**src/rtl/regfile_pkg.sv**
```systemverilog
// Shared constants and types for the register-file writeback path.
// Widths here are the default sizes of the register-file datapath.
package regfile_pkg;

    localparam int WIDTH      = 32;
    localparam int ADDR_WIDTH = 5;
    localparam int REG_COUNT  = 32;

    typedef enum logic {
        PRIO_ALU,
        PRIO_LSU
    } wb_prio_e;

    typedef struct packed {
        logic [ADDR_WIDTH-1:0] addr;
        logic [WIDTH-1:0]      data;
    } wb_req_t;

endpackage

```
**src/rtl/reg_hazard_cmp.sv**
```systemverilog
// Compares one read address against the three pending-write sources.
// Register x0 is hardwired to zero, so it never has a hazard.
module reg_hazard_cmp #(
    parameter int ADDR_WIDTH = regfile_pkg::ADDR_WIDTH
) (
    input  logic [ADDR_WIDTH-1:0] i_rs_addr,
    input  logic                  i_dest_en,
    input  logic [ADDR_WIDTH-1:0] i_dest_addr,
    input  logic                  i_alu_valid,
    input  logic [ADDR_WIDTH-1:0] i_alu_addr,
    input  logic                  i_lsu_valid,
    input  logic [ADDR_WIDTH-1:0] i_lsu_addr,
    output logic                  o_hit
);
    import regfile_pkg::*;

    logic w_dest_hit;
    logic w_alu_hit;
    logic w_lsu_hit;

    assign w_dest_hit = i_dest_en   && (i_dest_addr == i_rs_addr);
    assign w_alu_hit  = i_alu_valid && (i_alu_addr  == i_rs_addr);
    assign w_lsu_hit  = i_lsu_valid && (i_lsu_addr  == i_rs_addr);

    assign o_hit = (i_rs_addr != '0) && (w_dest_hit || w_alu_hit || w_lsu_hit);

endmodule

```
**src/rtl/regfile_wb_arbiter.sv**
```systemverilog
// Arbitrates the register file's single write port between ALU and LSU.
// ALU has fixed priority; the LSU is forced through after STARVE_LIMIT blocked cycles.
module regfile_wb_arbiter #(
    parameter int WIDTH        = regfile_pkg::WIDTH,
    parameter int ADDR_WIDTH   = regfile_pkg::ADDR_WIDTH,
    parameter int STARVE_LIMIT = 4
) (
    input  logic                  clk,
    input  logic                  rst,
    input  logic                  alu_valid,
    output logic                  alu_ready,
    input  logic [ADDR_WIDTH-1:0] alu_addr,
    input  logic [WIDTH-1:0]      alu_data,
    input  logic                  lsu_valid,
    output logic                  lsu_ready,
    input  logic [ADDR_WIDTH-1:0] lsu_addr,
    input  logic [WIDTH-1:0]      lsu_data,
    output logic                  dest_en,
    output logic [ADDR_WIDTH-1:0] dest_addr,
    output logic [WIDTH-1:0]      dest_data,
    input  logic [ADDR_WIDTH-1:0] rs1_addr,
    input  logic [ADDR_WIDTH-1:0] rs2_addr,
    output logic                  rs1_hazard,
    output logic                  rs2_hazard
);
    import regfile_pkg::*;

    localparam int CNT_W = (STARVE_LIMIT < 2) ? 1 : $clog2(STARVE_LIMIT + 1);

    wb_prio_e              r_state;
    wb_prio_e              w_state_nxt;
    logic [CNT_W-1:0]      r_starve_cnt;
    logic [CNT_W-1:0]      w_starve_nxt;
    logic                  w_alu_fire;
    logic                  w_lsu_fire;
    logic [ADDR_WIDTH-1:0] w_sel_addr;
    logic [WIDTH-1:0]      w_sel_data;
    logic                  r_dest_en;
    logic [ADDR_WIDTH-1:0] r_dest_addr;
    logic [WIDTH-1:0]      r_dest_data;
    logic                  w_rs1_hit;
    logic                  w_rs2_hit;

    always_ff @(posedge clk or posedge rst) begin
        if (rst) begin
            r_state      <= PRIO_ALU;
            r_starve_cnt <= '0;
        end else begin
            r_state      <= w_state_nxt;
            r_starve_cnt <= w_starve_nxt;
        end
    end

    // PRIO_LSU always lasts exactly one cycle: it either grants the LSU or finds it idle.
    always_comb begin
        w_state_nxt  = r_state;
        w_starve_nxt = r_starve_cnt;
        case (r_state)
            PRIO_ALU: begin
                if (lsu_valid && !lsu_ready) begin
                    w_starve_nxt = r_starve_cnt + CNT_W'(1);
                    if ((STARVE_LIMIT != 0) && (w_starve_nxt == CNT_W'(STARVE_LIMIT))) begin
                        w_state_nxt = PRIO_LSU;
                    end
                end else begin
                    w_starve_nxt = '0;
                end
            end
            PRIO_LSU: begin
                w_state_nxt  = PRIO_ALU;
                w_starve_nxt = '0;
            end
            default: begin
                w_state_nxt  = PRIO_ALU;
                w_starve_nxt = '0;
            end
        endcase
    end

    always_comb begin
        alu_ready = 1'b0;
        lsu_ready = 1'b0;
        if (!rst) begin
            case (r_state)
                PRIO_ALU: begin
                    alu_ready = 1'b1;
                    lsu_ready = !alu_valid;
                end
                PRIO_LSU: begin
                    lsu_ready = 1'b1;
                    alu_ready = !lsu_valid;
                end
                default: begin
                    alu_ready = 1'b0;
                    lsu_ready = 1'b0;
                end
            endcase
        end
    end

    assign w_alu_fire = alu_valid && alu_ready;
    assign w_lsu_fire = lsu_valid && lsu_ready;
    assign w_sel_addr = w_alu_fire ? alu_addr : lsu_addr;
    assign w_sel_data = w_alu_fire ? alu_data : lsu_data;

    // x0 requests still load addr/data but leave the write enable low.
    always_ff @(posedge clk or posedge rst) begin
        if (rst) begin
            r_dest_en   <= 1'b0;
            r_dest_addr <= '0;
            r_dest_data <= '0;
        end else if (w_alu_fire || w_lsu_fire) begin
            r_dest_en   <= (w_sel_addr != '0);
            r_dest_addr <= w_sel_addr;
            r_dest_data <= w_sel_data;
        end else begin
            r_dest_en   <= 1'b0;
        end
    end

    assign dest_en   = r_dest_en;
    assign dest_addr = r_dest_addr;
    assign dest_data = r_dest_data;

    reg_hazard_cmp #(.ADDR_WIDTH(ADDR_WIDTH)) u_rs1_cmp (
        .i_rs_addr   (rs1_addr),
        .i_dest_en   (r_dest_en),
        .i_dest_addr (r_dest_addr),
        .i_alu_valid (alu_valid),
        .i_alu_addr  (alu_addr),
        .i_lsu_valid (lsu_valid),
        .i_lsu_addr  (lsu_addr),
        .o_hit       (w_rs1_hit)
    );

    reg_hazard_cmp #(.ADDR_WIDTH(ADDR_WIDTH)) u_rs2_cmp (
        .i_rs_addr   (rs2_addr),
        .i_dest_en   (r_dest_en),
        .i_dest_addr (r_dest_addr),
        .i_alu_valid (alu_valid),
        .i_alu_addr  (alu_addr),
        .i_lsu_valid (lsu_valid),
        .i_lsu_addr  (lsu_addr),
        .o_hit       (w_rs2_hit)
    );

    assign rs1_hazard = w_rs1_hit && !rst;
    assign rs2_hazard = w_rs2_hit && !rst;

endmodule

```
**config.mk**
```make
export PLATFORM = sky130hd
export DESIGN_NAME = regfile_wb_arbiter
export DESIGN_NICKNAME = d
export VERILOG_FILES = /design/src/rtl/regfile_pkg.sv /design/src/rtl/reg_hazard_cmp.sv /design/src/rtl/regfile_wb_arbiter.sv
export SDC_FILE = /design/constraint.sdc
export NUM_CORES = 1
export LEC_CHECK = 0
export ABC_CLOCK_PERIOD_IN_PS = 1300
export CAP_MARGIN = 20
export CORE_MARGIN = 2
export CORE_UTILIZATION = 36
export DETAILED_ROUTE_END_ITERATION = 10
export GPL_TIMING_DRIVEN = 0
export PLACE_DENSITY = 0.87
export SLEW_MARGIN = 20
export SYNTH_ARGS = -nofsm -noshare
export SYNTH_HDL_FRONTEND = slang
export SYNTH_HIERARCHICAL = 1
export SYNTH_SLANG_ARGS = --single-unit
```
**constraint.sdc**
```tcl
create_clock -name clk -period 1.3 [get_ports clk]
set_clock_uncertainty 0.05 [all_clocks]
set_input_delay 0.26 -clock clk [delete_from_list [all_inputs] [get_ports clk]]
set_output_delay 0.26 -clock clk [all_outputs]
set_load 0.03 [all_outputs]
```
### Yosys cells after proc, flatten, opt, wreduce, memory -nomap -nowiden

Index checks and enable logic that the tools add are counted.

* flip-flop bits (word level): 42
* input port bits: 88
* output and inout port bits: 42

* bitwise gates (word level): 1
* add/subtract/negate cells: 1
* equal/unequal tests: 7
* reduce and logical (&&, ||, !) cells: 25
* multiplexer cells: 12

Operators with widths (number)
* 32-bit two-way mux: 1
* 5-bit equality test: 6
* 5-bit nonzero test: 3
* 1-bit logical AND: 13
* 1-bit case mux with 2 select lines: 3
* 3-bit case mux with 2 select lines: 1
* 1-bit logical OR: 5
* 1-bit two-way mux: 5
* 5-bit two-way mux: 1
* 1-bit logical NOT: 4
* 3-bit by 1-bit adder with 3-bit output, second input constant: 1
* 3-bit equality test, second input constant: 1
* 3-bit two-way mux: 1
* 1-bit inverter: 1

### Longest topological paths before layout

* word-level depth: 7
* gate-level depth with buffers: 7

### Modules after synthesis

The synthesis kept the hierarchy.

Modules (own cells, without submodules)
* regfile_wb_arbiter: cells each 242, area an instance 2132.0 um2, seq. area each 1051.0 um2, times used 1
* reg_hazard_cmp: cells each 24, area an instance 192.7 um2, seq. area each 0.0 um2, times used 2

### Worst setup path before layout

Ideal clock, no wire load.

* path kind: register -> output
* start point: register r_dest_addr[3], in the netlist dest_addr[3]
* end point: output rs1_hazard
* buffers on the path: 0
* setup slack: -0.688 ns
* arrival time: 1.678 ns
* cell stages (with the launch flop): 6
* path through: dfrtp_1 > xor2_1 > nor4_1 > nand3_1 > a21oi_1 > nor2b_1

* longest elaborated chain between the ends: 6

RTL lines
* start, declared: line regfile_wb_arbiter.sv:39 `logic [ADDR_WIDTH-1:0] r_dest_addr;`
* start signal, assigned: line regfile_wb_arbiter.sv:114 `r_dest_addr <= w_sel_addr;`
* 5-bit equality test: line reg_hazard_cmp.sv:21 `assign w_dest_hit = i_dest_en && (i_dest_addr == i_rs_addr);`
* 1-bit logical AND: line reg_hazard_cmp.sv:21
* 1-bit logical OR (2 in series): line reg_hazard_cmp.sv:25 `assign o_hit = (i_rs_addr != '0) && (w_dest_hit || w_alu_hit || w_lsu_hit);`
* 1-bit logical AND: line reg_hazard_cmp.sv:25
* named net w_rs1_hit: line regfile_wb_arbiter.sv:41 `logic w_rs1_hit;`
* 1-bit logical AND: line regfile_wb_arbiter.sv:147 `assign rs1_hazard = w_rs1_hit && !rst;`
* end, declared: line regfile_wb_arbiter.sv:23 `output logic rs1_hazard,`

The timed path passes the listed nets, and every way through them passes these cells.

### Worst setup path in the final report

* start point: register r_dest_addr[2], in the netlist dest_addr[2]
* end point: output rs1_hazard

The elaborated chain is that of the path after synthesis.

==> flow_summary.toml <==
[grt]
grt_max_degree = 43
overflow = 0
grt_pass1_wl_um = 14100
grt_pass1_vias = 2875
grt_usage = 0.235
antenna_found_initial = 0

[timing]
fin_crit_sh = 1.60
fmaxAchievable_ghz = 0.480
slew_viol_final = 0
layout_setup_ws_ns = -0.784
setup_viol = 41
hold_viol_final = 0
tns_ns = -5.24
min_period_ns = 2.08
rsz0062_at_grt = "true"
slew_headroom = 0.399
tightest_slew_ns = 0.900

[route]
drc_errors = 0
ant_nets = 0
wire_per_inst_um = 17.3
dr.pass1.iters = 4
first_iter_violations = 196
route.vias.total = 2899
avgViaCountPerCell = 5.36
wl_um = 9380

[synthesis]
synth_area_leaders = "dfrtp_1, a31oi_1, xor2_1"
yosysUniqueCellTypes = 34
synth-edff-count = 0
synth_top_area_frac = 0.417
ys_dominant_reg_cell = "dfrtp_1"
yosys_register_bits = 42
syn_area_um2 = 2520
synth.largest_area_cell = "dfrtp_1"
seq_area_frac_synth = 0.417
synthCells = 290
synthesis.nets = 380
ys_warn_count = 6
syn_area_per_cell_um2 = 8.68
synthArstFlopShare = 1.00

[setup_path]
critPathMaxFanout = 4
slowest_delay_ns = 0.45
cp-start-kind = "flop"
worstPathArrival_ns = 1.77
cp_cell_sequence = "xor2_1, nor4_2, nand3_1, a21oi_1, nor2b_4, buf_6"
crit_type = "flop to primary output"
required_ns = 0.99
cp_slowest_cell = "dfrtp_2"
end_kind = "primary output"

[floorplanning]
fp.dieW_um = 87.6
die_h_um = 87.6
num_io_pins = 130
core_um2 = 6790
dieArea_um2 = 7680
start_util = 0.371
num_rows = 30

[finish]
layoutNonFillerInstCount = 541
syn_to_final_growth_pct = 82.2
drive_above_1_share = 0.348
design_area_um2 = 4590
nets = 534
antennaDiodeCount = 0
fin_util = 0.675

[clocking]
numClockSinks = 42
clockBufferDepth = 2
htreeDepth = 2
tritoncts = "done"
cts-buffers-inserted = 5
clk_latency_ns = 0.28
clockRootBuffer = "clkbuf_8"
path_clk_slew_ns = 0.08

[placement]
dpl_cell_area_um2 = 3950
gp_congestion = 0.878
dp.final_hpwl_um = 6230
io_buffers = 128
place_ws_ns = -1.42
dp.cells = 514

[outcome]
violations = "negative setup slack"
status = "finished with violations"

[pwr]
peakVddDrop_uv = 553
p_per_area_nw_per_um2 = 942
p_leak_nw = 1.85

[min_path]
hold_path_class = "input port to async pin"

[flow_run]
maxCapViolCount = 0
## cells by family after synthesis
family,Yosys count,synth area share
DFF,42,0.417
xor gates and xnor gates,30,0.104
and+or+nand+nor,99,0.190
buffers and inverters,32,0.0775
AOI/OAI and AO/OA,85,0.201
adders and majority gates,2,0.00994
## synth_stat cells, types with 2 or more instances
cell / instances
inv_1: 5
nand3_1: 38
nor4_1: 4
clkbuf_1: 3
nor2_1: 42
buf_2: 12
nor4_2: 2
a21oi_1: 4
clkbuf_2: 2
buf_6: 5
a32oi_1: 3
xor2_1: 24
xnor2_1: 6
nand2_1: 2
and2_0: 2
buf_4: 2
o21ai_0: 32
a31oi_1: 36
o21ai_1: 5
ha_1: 2
nor2b_1: 2
or4_1: 4
dfrtp_1: 42
## path summary, 6_finish.rpt
path / depth (start not counted) / slack [ns] / startpoint / to
min: 2 / 0.13 / rst / dest_data[22]
max: 6 / -0.78 / dest_addr[2] / rs1_hazard
min reg2reg: 1 / 0.38 / r_starve_cnt[0] / r_starve_cnt[0]
min in group clk: 2 / 0.21 / rst / dest_en
max in group asynchronous: 2 / 0.52 / rst / dest_addr[3]
max reg2reg: 6 / -0.13 / r_state / dest_data[4]
## critical path, delay by kind of cell, from the launching register on
family / cells / cell delay (ns)
flip-flops: 1 / 0.45
buffers and inverters: 1 / 0.13
AND/OR/NAND/NOR: 3 / 0.61
AO/OA/AOI/OAI: 1 / 0.14
XOR/XNOR: 1 / 0.16
## stage by stage
stage	hold WS, ns	power, mW
2_1_floorplan	0.353	2.40
3_3_place_gp	0.372	3.15
3_5_place_dp	0.376	3.18
4_1_cts	0.161	4.33
5_1_grt	0.209	4.50
6_report	0.129	4.32
## registers in the layout, summed over array words and instances, names as in the netlist
| register | cells |
|---|---|
| r_starve_cnt | 3 |
| dest_data | 32 |
| r_state | 1 |
| dest_en | 1 |
| dest_addr | 5 |
## per-layer routing
metal	wire length, um	vias up	track usage
li1	-	1352	-
met1	3920	1429	0.304
met2	4860	108	0.407
met3	480	10	0.0311
met4	114	0	0.0783
met5	0	-	0
## report_power, final
group | leakage (nW) | internal (mW) | switching (mW)
Combinational | 1.32 | 0.783 | 0.936
Clock | 0.0524 | 0.575 | 0.437
Sequential | 0.478 | 1.47 | 0.113
Total | 1.85 | 2.83 | 1.49
## timing repair
item / CTS / global route
cloned: 6 / 0
setup endpoints to repair: 84 / 53
resized for setup: 285 / 34
buffers inserted: 10 / 3
hold buffers: 0 / 0
pin swaps: 33 / 27
## area by class of cell
class | count | area [um2]
inverters | 7 | 40.0
repair buffers | 147 | 1510
fillers | 550 | 2210
clock inverters | 1 | 30.0
multi-input cells | 216 | 1500
clock buffers | 7 | 76.3
flip-flops and latches | 42 | 1060
plain buffers | 25 | 256
well taps | 96 | 120
## layout by cell type (no fill, tap or decap), types with 8 or more instances in the layout
cell / count
clkdlybuf4s50_1: 64
nor2_1: 42
dfrtp_1: 38
a31oi_1: 36
o21ai_2: 35
nand3_1: 30
xor2_1: 24
buf_2: 23
clkdlybuf4s15_2: 22
dlygate4sd2_1: 19
buf_6: 14
buf_4: 8
nand3_2: 8
Note: power is estimated with default switching activity, not from simulation.
